### src/rtl/fifo_wr_ctrl_if.sv
// rtl/fifo_wr_ctrl_if.sv - bus bundle between the FIFO write controller and its producer/RAM/read side
//
// Purpose: groups the write request, the pointer exchange with the read
// domain, the RAM write port and the status flags of fifo_wr_ctrl.
// Ports (slave = controller side):
//   wt_en        in   producer write request
//   rd_ptr_gray  in   Gray read pointer from the rd_clk domain (asynchronous)
//   wt_ptr_gray  out  registered Gray write pointer to the read domain
//   mem_we       out  RAM write strobe
//   mem_waddr    out  RAM write address
//   full         out  registered full flag
//   wt_level     out  registered pessimistic occupancy, 0..DEPTH
//   overflow     out  sticky write-while-full flag
//   almost_full  out  registered almost-full flag (0 unless enabled)
interface fifo_wr_ctrl_if #(
    parameter int DEPTH = 4
);
    localparam int AW = $clog2(DEPTH);

    logic          wt_en;
    logic [AW:0]   rd_ptr_gray;
    logic [AW:0]   wt_ptr_gray;
    logic          mem_we;
    logic [AW-1:0] mem_waddr;
    logic          full;
    logic [AW:0]   wt_level;
    logic          overflow;
    logic          almost_full;

    modport master (
        output wt_en, rd_ptr_gray,
        input  wt_ptr_gray, mem_we, mem_waddr, full, wt_level, overflow, almost_full
    );

    modport slave (
        input  wt_en, rd_ptr_gray,
        output wt_ptr_gray, mem_we, mem_waddr, full, wt_level, overflow, almost_full
    );
endinterface

### src/rtl/fifo_wr_ctrl.sv
// rtl/fifo_wr_ctrl.sv - write-side pointer/flag controller of the dual-clock command FIFO
//
// Purpose: lives in the wt_clk domain. Accepts producer writes, drives the
// FIFO RAM write port, exports a Gray write pointer, imports the read
// domain's Gray pointer through a SYNC_STAGES-flop synchronizer and derives
// full, a pessimistic fill level and a sticky overflow flag.
// Ports:
//   wt_clk   in   write-domain clock
//   rstn     in   asynchronous active-low reset
//   bus      fifo_wr_ctrl_if.slave (wt_en, rd_ptr_gray in; wt_ptr_gray,
//            mem_we, mem_waddr, full, wt_level, overflow, almost_full out)
// Build option: FIFO_WR_ALMOST_FULL_EN enables the registered almost_full
// compare against AFULL_THRESH; otherwise almost_full is tied low.
module fifo_wr_ctrl #(
    parameter int DEPTH        = 4,
    parameter int SYNC_STAGES  = 2,
    parameter int AFULL_THRESH = DEPTH - 1
) (
    input  logic          wt_clk,
    input  logic          rstn,
    fifo_wr_ctrl_if.slave bus
);
    localparam int AW = $clog2(DEPTH);
    // Full when the write pointer is a whole lap ahead: in Gray code this is
    // the synchronized read pointer with its two MSBs inverted.
    localparam logic [AW:0] FULL_MASK = (AW+1)'(3 << (AW - 1));

    logic [AW:0] rq [SYNC_STAGES];
    logic [AW:0] rq_last;
    logic [AW:0] rbin;
    logic [AW:0] wptr_bin;
    logic [AW:0] wnext;
    logic [AW:0] gnext;
    logic [AW:0] level_next;
    logic        acc;

    assign rq_last = rq[SYNC_STAGES-1];

    // Gray to binary: each binary bit is the XOR of all Gray bits at or above it.
    always_comb begin
        rbin = '0;
        for (int i = 0; i <= AW; i++) begin
            rbin[i] = ^(rq_last >> i);
        end
    end

    assign acc        = bus.wt_en & ~bus.full;
    assign wnext      = wptr_bin + {{AW{1'b0}}, acc};
    assign gnext      = wnext ^ (wnext >> 1);
    assign level_next = wnext - rbin;

    assign bus.mem_we    = acc;
    assign bus.mem_waddr = wptr_bin[AW-1:0];

    always_ff @(posedge wt_clk or negedge rstn) begin
        if (!rstn) begin
            for (int i = 0; i < SYNC_STAGES; i++) begin
                rq[i] <= '0;
            end
        end else begin
            rq[0] <= bus.rd_ptr_gray;
            for (int i = 1; i < SYNC_STAGES; i++) begin
                rq[i] <= rq[i-1];
            end
        end
    end

    always_ff @(posedge wt_clk or negedge rstn) begin
        if (!rstn) begin
            wptr_bin        <= '0;
            bus.wt_ptr_gray <= '0;
            bus.full        <= 1'b0;
            bus.wt_level    <= '0;
            bus.overflow    <= 1'b0;
        end else begin
            wptr_bin        <= wnext;
            bus.wt_ptr_gray <= gnext;
            bus.full        <= (gnext == (rq_last ^ FULL_MASK));
            bus.wt_level    <= level_next;
            bus.overflow    <= bus.overflow | (bus.wt_en & bus.full);
        end
    end

`ifdef FIFO_WR_ALMOST_FULL_EN
    always_ff @(posedge wt_clk or negedge rstn) begin
        if (!rstn) begin
            bus.almost_full <= 1'b0;
        end else begin
            bus.almost_full <= (level_next >= (AW+1)'(AFULL_THRESH));
        end
    end
`else
    logic unused_afull_thresh;
    assign unused_afull_thresh = (AFULL_THRESH != 0);
    assign bus.almost_full     = 1'b0;
`endif
endmodule
### src/flat_wrapper.sv
// flat-port wrapper written by rule: the top's interface ports become plain ports
module fifo_wr_ctrl_flat 
#(
    parameter int DEPTH        = 4,
    parameter int SYNC_STAGES  = 2,
    parameter int AFULL_THRESH = DEPTH - 1
)
  (wt_clk, rstn, bus_wt_en, bus_rd_ptr_gray, bus_wt_ptr_gray, bus_mem_we, bus_mem_waddr, bus_full, bus_wt_level, bus_overflow, bus_almost_full);
  fifo_wr_ctrl_if #(.DEPTH(DEPTH)) bus_i ();
  input  logic wt_clk;
  input  logic rstn;
  input wire logic [$bits(bus_i.wt_en)-1:0] bus_wt_en;
  input wire logic [$bits(bus_i.rd_ptr_gray)-1:0] bus_rd_ptr_gray;
  output wire logic [$bits(bus_i.wt_ptr_gray)-1:0] bus_wt_ptr_gray;
  output wire logic [$bits(bus_i.mem_we)-1:0] bus_mem_we;
  output wire logic [$bits(bus_i.mem_waddr)-1:0] bus_mem_waddr;
  output wire logic [$bits(bus_i.full)-1:0] bus_full;
  output wire logic [$bits(bus_i.wt_level)-1:0] bus_wt_level;
  output wire logic [$bits(bus_i.overflow)-1:0] bus_overflow;
  output wire logic [$bits(bus_i.almost_full)-1:0] bus_almost_full;
  assign bus_i.wt_en = bus_wt_en;
  assign bus_i.rd_ptr_gray = bus_rd_ptr_gray;
  assign bus_wt_ptr_gray = bus_i.wt_ptr_gray;
  assign bus_mem_we = bus_i.mem_we;
  assign bus_mem_waddr = bus_i.mem_waddr;
  assign bus_full = bus_i.full;
  assign bus_wt_level = bus_i.wt_level;
  assign bus_overflow = bus_i.overflow;
  assign bus_almost_full = bus_i.almost_full;
  fifo_wr_ctrl #(.DEPTH(DEPTH), .SYNC_STAGES(SYNC_STAGES), .AFULL_THRESH(AFULL_THRESH)) u_core (.wt_clk(wt_clk), .rstn(rstn), .bus(bus_i));
endmodule
### config.mk
export PLATFORM = sky130hd
export DESIGN_NAME = fifo_wr_ctrl_flat
export DESIGN_NICKNAME = d
export VERILOG_FILES = /design/src/rtl/fifo_wr_ctrl_if.sv /design/src/rtl/fifo_wr_ctrl.sv /design/src/flat_wrapper.sv
export SDC_FILE = /design/constraint.sdc
export NUM_CORES = 1
export LEC_CHECK = 0
export ABC_AREA = 1
export BUFFER_PORTS_ARGS = -buffer_cell sky130_fd_sc_hd__buf_4
export CAP_MARGIN = 10
export CORE_MARGIN = 8
export CORE_UTILIZATION = 48
export DETAILED_ROUTE_END_ITERATION = 12
export PLACE_DENSITY = 0.81
export SLEW_MARGIN = 15
export SYNTH_ARGS = -nofsm -noshare
export SYNTH_HDL_FRONTEND = slang
export SYNTH_SLANG_ARGS = --single-unit
export TNS_END_PERCENT = 10
### constraint.sdc
create_clock -name wt_clk -period 2.2 [get_ports wt_clk]
set_clock_uncertainty 0.2 [all_clocks]
set_input_delay 0.22 -clock wt_clk [delete_from_list [all_inputs] [get_ports wt_clk]]
set_output_delay 0.22 -clock wt_clk [all_outputs]
set_load 0.005 [all_outputs]
==> flow_summary.ini, run 1 <==
[timing]
hold_violations = 0
setup-violations-final = 0
rsz0062_at_grt = no
final_max_slew_viol_count = 0
fin_ws_ps = 160.7
post-route-period-util = 0.9270
fmax_ghz = 0.4904
tns_ps = 0
fin_crit_ps = 2039

[floorplanning]
rows = 13
die_w_microns = 53.28
ioPinCount = 18
start_util = 0.5125
die_h_microns = 53.28
die-area_sq_mm = 0.002838
core-area_sq_mm = 0.001301

[cts]
cts_tree = done
cts_hold_repair.buffers = 5
cts-htree-levels = 1
cts_buffer_depth = 2
insertion_delay_ps = 290
clkSinkCount = 16
cts-root-buf = clkbuf_4
cts_resized = 0
post-cts-setup-buffers = 0
cts_buffers = 3
clkTransAtPathRegs_ps = 90

[global_routing]
grt_pass1_wl_microns = 2007
grt_pass1_vias = 510
grt_antenna_before_repair = 0
grt_use_total = 0.09732
grt_max_degree = 17
grt-ovfl-total = 0

[logic_synthesis]
ys_warn_count = 0
synth_nets = 74
synth-main-ff-cell = dfrtp_1
synthArstFlopShare = 1.000
syn_area_sq_um = 666.9
synth.distinct_cells = 15
synth_seq_area_share = 0.6004
avgSynthCellArea_sq_um = 10.42
synthCells = 64
synth-edff-count = 0
ys_seq_elements = 16

[power_and_ir_drop]
powerDensity_mw_per_mm2 = 1417
power.leakage_nw = 0.4740
peakVddDrop_mv = 0.5950

[placement]
io_buffers = 16
hpwl_microns = 984
dp_slack_ps = 166.0
gp_congestion = 0.8113

[routing]
drtIter0Drc = 9
first_pass_iters = 4
wirelength_microns = 1236
avgViaCountPerCell = 4.854
vias = 500
final_antenna_net_count = 0
drc = 0
wl_per_cell_microns = 12.00

[run]
cap_violations = 0

[critical_path]
crit_arrival_ps = 2070
crit_required_ps = 2240
crit_type = register to register
reg2regPathDepth = 7
end_kind = register
cp-start-kind = register
cp_max_fo = 3

[finish]
area_growth_pct = 32.65
nets = 99
final_util = 0.6798
diodes = 0
drive_gt1_frac = 0.3295
layout_common_cells = buf_4 (16), dfrtp_1 (16), nand2_1 (14)

[status]
status = complete, no violations

[hold_path]
holdCritPathClass = primary input to asynchronous set/reset pin
==> metrics by stage <==
stage | hold WS, ps | cells | area, sq um | power (W)
global route | 113.5 | 103 | 884.6 | 0.001374
detailed placement | -113.2 | 94 | 798.3 | 0.001072
finish | 108.9 | 103 | 884.6 | 0.001253
global placement | -114.5 | 94 | 798.3 | 0.001039
floorplan | -275.6 | 64 | 666.9 | 0.0008161
CTS | 117.0 | 103 | 884.6 | 0.001270
==> metal layers <==
metal  up-vias  part of all wire  GRT usage  wire length (microns)
met2        25              0.48     0.1621                    594
li1        241                 -          -                      -
met4         0             0.026    0.06303                     32
met5         -                 0          0                      0
met1       227              0.36    0.09136                    446
met3         7              0.13    0.05042                    163
==> final cells by class <==
cell class | instances | area (sq um)
tap | 15 | 18.77
multi-input combinational | 37 | 221.5
timing repair buffer | 21 | 170.2
inverter | 10 | 37.54
sequential | 16 | 400.4
clock buffer | 4 | 36.28
fill | 109 | 416.7
==> sequential cells by signal (all words and copies together), names as in the netlist <==
signal and cells:
u_core.bus.full 1, u_core.wptr_bin 2, u_core.rq 3, u_core.bus.wt_ptr_gray 3, u_core.bus.overflow 1, u_core.rq_last 3, u_core.bus.wt_level 3
==> power breakdown <==
part,switching (W),total [W],internal [W]
clock network,0.0000918,0.000193,0.000101
registers,0.0000466,0.000446,0.000399
logic,0.000330,0.000615,0.000285
total,0.000469,0.00125,0.000785
==> cells in the mapped netlist (all sizes together), types with 2 or more instances <==
| library cell | number | area [sq um] |
|---|---|---|
| ha | 3 | 37.54 |
| nor2 | 2 | 7.510 |
| nand2 | 20 | 90.09 |
| nand3 | 6 | 30.03 |
| dfrtp | 16 | 400.4 |
| inv | 10 | 37.54 |
==> worst max-delay path, cell delays in order, from the launching register on <==
cell      delay [ps]
dfrtp_1          420
xnor2_1          320
xor2_1           200
ha_1             160
inv_1             50
fa_1             390
nand3b_1         180
nand2_1           70
==> cells by family after synthesis <==
group | after synthesis | share of synthesized area
buffers and inverters | 11 | 0.06755
AND/OR/NAND/NOR | 29 | 0.2026
other | 1 | 0.005623
flip-flops | 16 | 0.6004
XOR/XNOR | 2 | 0.02627
AO/OA/AOI/OAI | 1 | 0.01126
adder cells (fa/ha/maj) | 4 | 0.08631
==> final timing paths <==
check,slack [ps],start,end
max in group asynchronous,1510,rstn,u_core.bus.wt_level[1]
min in group wt_clk,160,u_core.rq[3],u_core.rq_last[0]
min reg2reg,160,u_core.rq[3],u_core.rq_last[0]
min,110,rstn,u_core.bus.wt_ptr_gray[1]
max,160,u_core.rq_last[1],u_core.bus.wt_level[2]
max reg2reg,160,u_core.rq_last[1],u_core.bus.wt_level[2]
(Power assumes the default switching activity.)
==> inputs of run 2 (changes only) <==
CORE_MARGIN = 2   (was 8)
REMOVE_ABC_BUFFERS = 1   (was unset)
==> flow_summary.ini, run 2 (synthesis gave the netlist of run 1 again) <==
[routing]
drtIter0Drc = 3
avgViaCountPerCell = 4.794
wl_per_cell_microns = 9.873
final_antenna_net_count = 0
wirelength_microns = 1007
drc = 0
vias = 489
first_pass_iters = 4

[floorplanning]
die_w_microns = 41.28
rows = 13
start_util = 0.5125
die_h_microns = 41.28
core-area_sq_mm = 0.001301
die-area_sq_mm = 0.001704
ioPinCount = 18

[global_routing]
grt_pass1_vias = 421
grt_use_total = 0.1396
grt_pass1_wl_microns = 1462
grt_max_degree = 17
grt_antenna_before_repair = 0
grt-ovfl-total = 0

[hold_path]
holdCritPathClass = primary input to asynchronous set/reset pin

[timing]
post-route-period-util = 0.8974
fmax_ghz = 0.5065
tns_ps = 0
final_max_slew_viol_count = 0
setup-violations-final = 0
rsz0062_at_grt = no
fin_crit_ps = 1974
hold_violations = 0
fin_ws_ps = 225.6

[finish]
multi_input_area_sq_um = 221.5
layout_common_cells = buf_4 (16), dfrtp_1 (16), nand2_1 (14)
fin_cells = 102
nets = 99
n_fill_cell = 100
seqCellArea_sq_um = 400.4
area_growth_pct = 30.58
drive_gt1_frac = 0.3218
diodes = 0

[placement]
gp_congestion = 0.7780
hpwl_microns = 775.7
io_buffers = 16
dp_cells = 94
dp_slack_ps = 230.5

[cts]
clkTransAtPathRegs_ps = 80
insertion_delay_ps = 280
cts_tree = done
cts-htree-levels = 1
cts_buffer_depth = 2
cts-root-buf = clkbuf_4
clkSinkCount = 16
cts_buffers = 3

[critical_path]
end_kind = register
crit_arrival_ps = 2000
cp-startpoint = u_core.bus.full
cp-start-kind = register
r2r_end = u_core.bus.wt_level[2]
reg2reg_slack_ps = 230
crit_type = register to register
reg2regPathDepth = 6
cp_max_fo = 6
crit_required_ps = 2230
worstReg2RegStart = u_core.bus.full
critPathCapture = u_core.bus.wt_level[2]

[power_and_ir_drop]
powerDensity_mw_per_mm2 = 1366
power.leakage_nw = 0.4669
power_w = 0.001189
peakVddDrop_mv = 0.7432

[run]
cap_violations = 0

[status]
status = complete, no violations
## run 2: worst min path at each step
stage                     startpoint                        end  slack, ps  cells after the start
after floorplan                 rstn            u_core.bus.full       -280                      0
after global placement          rstn  u_core.bus.wt_ptr_gray[1]       -120                      1
after detailed placement        rstn  u_core.bus.wt_ptr_gray[1]       -110                      1
after CTS                       rstn  u_core.bus.wt_ptr_gray[1]        130                      2
after global routing            rstn  u_core.bus.wt_ptr_gray[1]        160                      2
final                           rstn  u_core.bus.wt_ptr_gray[2]        120                      2
## run 2: repair_timing
| action | 4_1_cts | 5_1_grt |
|---|---|---|
| hold buffers | 5 | 0 |
| hold endpoints to repair | 20 | 0 |
| resized for setup | 0 | 0 |
| endpoints found under the setup margin | 0 | 0 |
| setup buffers | 0 | 0 |
## run 2: final cells by class
class,count,share of cell area
Clock buffer,3,0.02586
Sequential cell,16,0.4598
Timing Repair Buffer,21,0.1954
Inverter,10,0.04310
Tap cell,15,0.02155
Multi-Input combinational cell,37,0.2543
## run 2: stage by stage
step / cell area [sq um] / util / hold WS (ps)
floorplan: 659.4 / - / -275.6
global placement: 798.3 / 0.6135 / -116.4
detailed placement: 798.3 / 0.6135 / -113.3
CTS: 870.8 / 0.6692 / 132.3
global route: 870.8 / 0.6692 / 156.6
finish: 870.8 / 0.6692 / 123.4
## run 2: layer usage
| layer | share of wire | up-vias | global-route usage |
|---|---|---|---|
| met5 | 0 | - | 0 |
| li1 | - | 240 | - |
| met2 | 0.48 | 20 | 0.2500 |
| met1 | 0.42 | 226 | 0.1364 |
| met4 | 0.022 | 0 | 0.07258 |
| met3 | 0.083 | 3 | 0.05435 |
## run 2: worst max-delay path, cell delays in order (launching register included)
cell and delay [ps]:
dfrtp_1 390, nor2_1 150, ha_1 170, ha_1 310
fa_1 460, nand3b_1 170, nand2_1 70
## run 2: report_power, final
part | switching [W] | internal (W)
Clock | 0.0000815 | 0.0000635
Combinational | 0.000314 | 0.000284
Sequential | 0.0000465 | 0.000399
==> inputs of run 3 (changes only) <==
CAP_MARGIN = unset   (was 10)
CORE_UTILIZATION = 44   (was 48)
PLACE_DENSITY = 0.78   (was 0.81)
clock period = 1.8 ns   (was 2.2 ns; I/O delays follow)
==> flow_summary.ini, run 3 (synthesis gave the netlist of run 1 again) <==
[global_routing]
grt_max_degree = 17
grt_antenna_before_repair = 0
grt_pass1_wl_microns = 1987
grt_use_total = 0.1586
grt_pass1_vias = 499
grt-ovfl-total = 0

[finish]
layout_common_cells = buf_4 (22), dfrtp_1 (16), nand2_1 (13)
mostFrequentLayoutCell = buf_4
n_fill_cell = 122
fin_cells = 111
diodes = 0
final_util = 0.6807
drive_gt1_frac = 0.4632
nets = 106
fin_area_sq_um = 989.7
area_growth_pct = 48.41

[floorplanning]
die_h_microns = 42.93
start_util = 0.4587
die_w_microns = 42.93
core-area_sq_mm = 0.001454
die-area_sq_mm = 0.001843
rows = 14
ioPinCount = 18

[status]
violations = setup timing
status = finished, violations left

[placement]
gp_congestion = 0.7312
postPlaceCellArea_sq_um = 844.6
hpwl_microns = 894.2
dp_cells = 101
io_buffers = 16

[routing]
drtIter0Drc = 7
avgViaCountPerCell = 4.838
wirelength_microns = 1275
drc = 0
vias = 537
wl_per_cell_microns = 11.49
first_pass_iters = 4
final_antenna_net_count = 0

[hold_path]
holdCritPathClass = primary input to asynchronous set/reset pin

[cts]
clkSinkCount = 16
cts_buffers = 3
cts-htree-levels = 1
cts_tree = done
cts-root-buf = clkbuf_4
clkTransAtPathRegs_ps = 90
insertion_delay_ps = 290
cts_buffer_depth = 2

[critical_path]
cp_max_fo = 2
r2r_end = u_core.bus.wt_level[2]
reg2regPathDepth = 8
end_kind = register
crit_type = register to register
crit_arrival_ps = 1880
reg2reg_slack_ps = -40
worstReg2RegStart = u_core.bus.full
crit_required_ps = 1840
cp-start-kind = register

[power_and_ir_drop]
powerDensity_mw_per_mm2 = 1756
power_w = 0.001738
peakVddDrop_mv = 0.6858
power.leakage_nw = 0.5143

[timing]
fmax_ghz = 0.5423
rsz0062_at_grt = yes
hold_violations = 0
fin_ws_ps = -44.02
hold-worst-slack_ps = 74.00
final_max_slew_viol_count = 0
fin_crit_ps = 1844
setup-violations-final = 1
post-route-period-util = 1.024

[run]
cap_violations = 0
run 3: cell count changes in the layout (fill, tap and decap cells not counted), moves of 2 or more:
cell,change
buf_4,+6
ha_1,-2
ha_4,+2
inv_1,-2
run 3: worst max-delay path by stage:
stage                                from                endpoint  slack, ps
after floorplan           u_core.bus.full  u_core.bus.wt_level[2]       -120
after global placement    u_core.bus.full  u_core.bus.wt_level[2]        -40
after detailed placement  u_core.bus.full  u_core.bus.wt_level[2]       -100
after CTS                 u_core.bus.full  u_core.bus.wt_level[2]        -30
after global routing      u_core.bus.full  u_core.bus.wt_level[2]       -100
final                     u_core.bus.full  u_core.bus.wt_level[2]        -40
run 3: metal layers:
metal / up-vias / track usage / part of all wire
met3: 2 / 0.06383 / 0.068
met2: 27 / 0.2909 / 0.57
met5: - / 0 / 0
met4: 0 / 0.09091 / 0.017
met1: 252 / 0.1433 / 0.34
li1: 256 / - / -
run 3: layout make-up:
class | count | area [sq um] | area share
sequential | 16 | 400.4 | 0.4046
clock buffer | 4 | 36.28 | 0.03666
timing repair buffer | 28 | 226.5 | 0.2288
multi-input combinational | 37 | 266.5 | 0.2693
inverter | 10 | 40.04 | 0.04046
tap | 16 | 20.02 | 0.02023
run 3: where the power goes:
part	internal (W)	switching, W
logic	0.000488	0.000445
registers	0.000488	0.0000793
clock network	0.000123	0.000114
total	0.00110	0.000638
run 3: timing repair:
action | 4_1_cts | 5_1_grt
hold buffers | 5 | 0
pin swaps | 2 | 2
resized for setup | 3 | 8
gates cloned | 0 | 0
endpoints found under the setup margin | 3 | 3
setup buffers | 0 | 1
hold endpoints to repair | 20 | 0
run 3: per-stage QoR:
step | setup WS [ps] | TNS (ps)
after global routing | -103.2 | -147.2
after floorplan | -116.0 | -128.1
after detailed placement | -103.2 | -112.4
after global placement | -44.83 | -44.83
after CTS | -31.30 | -31.30
final | -44.02 | -44.02
run 3: worst max-delay path, cell delays in order (launching register included):
cell and delay, ps:
dfrtp_1 430, nor2_4 150, ha_4 210, inv_2 50, ha_1 150, inv_2 40, fa_2 330, nand3b_1 160
nand2_1 70
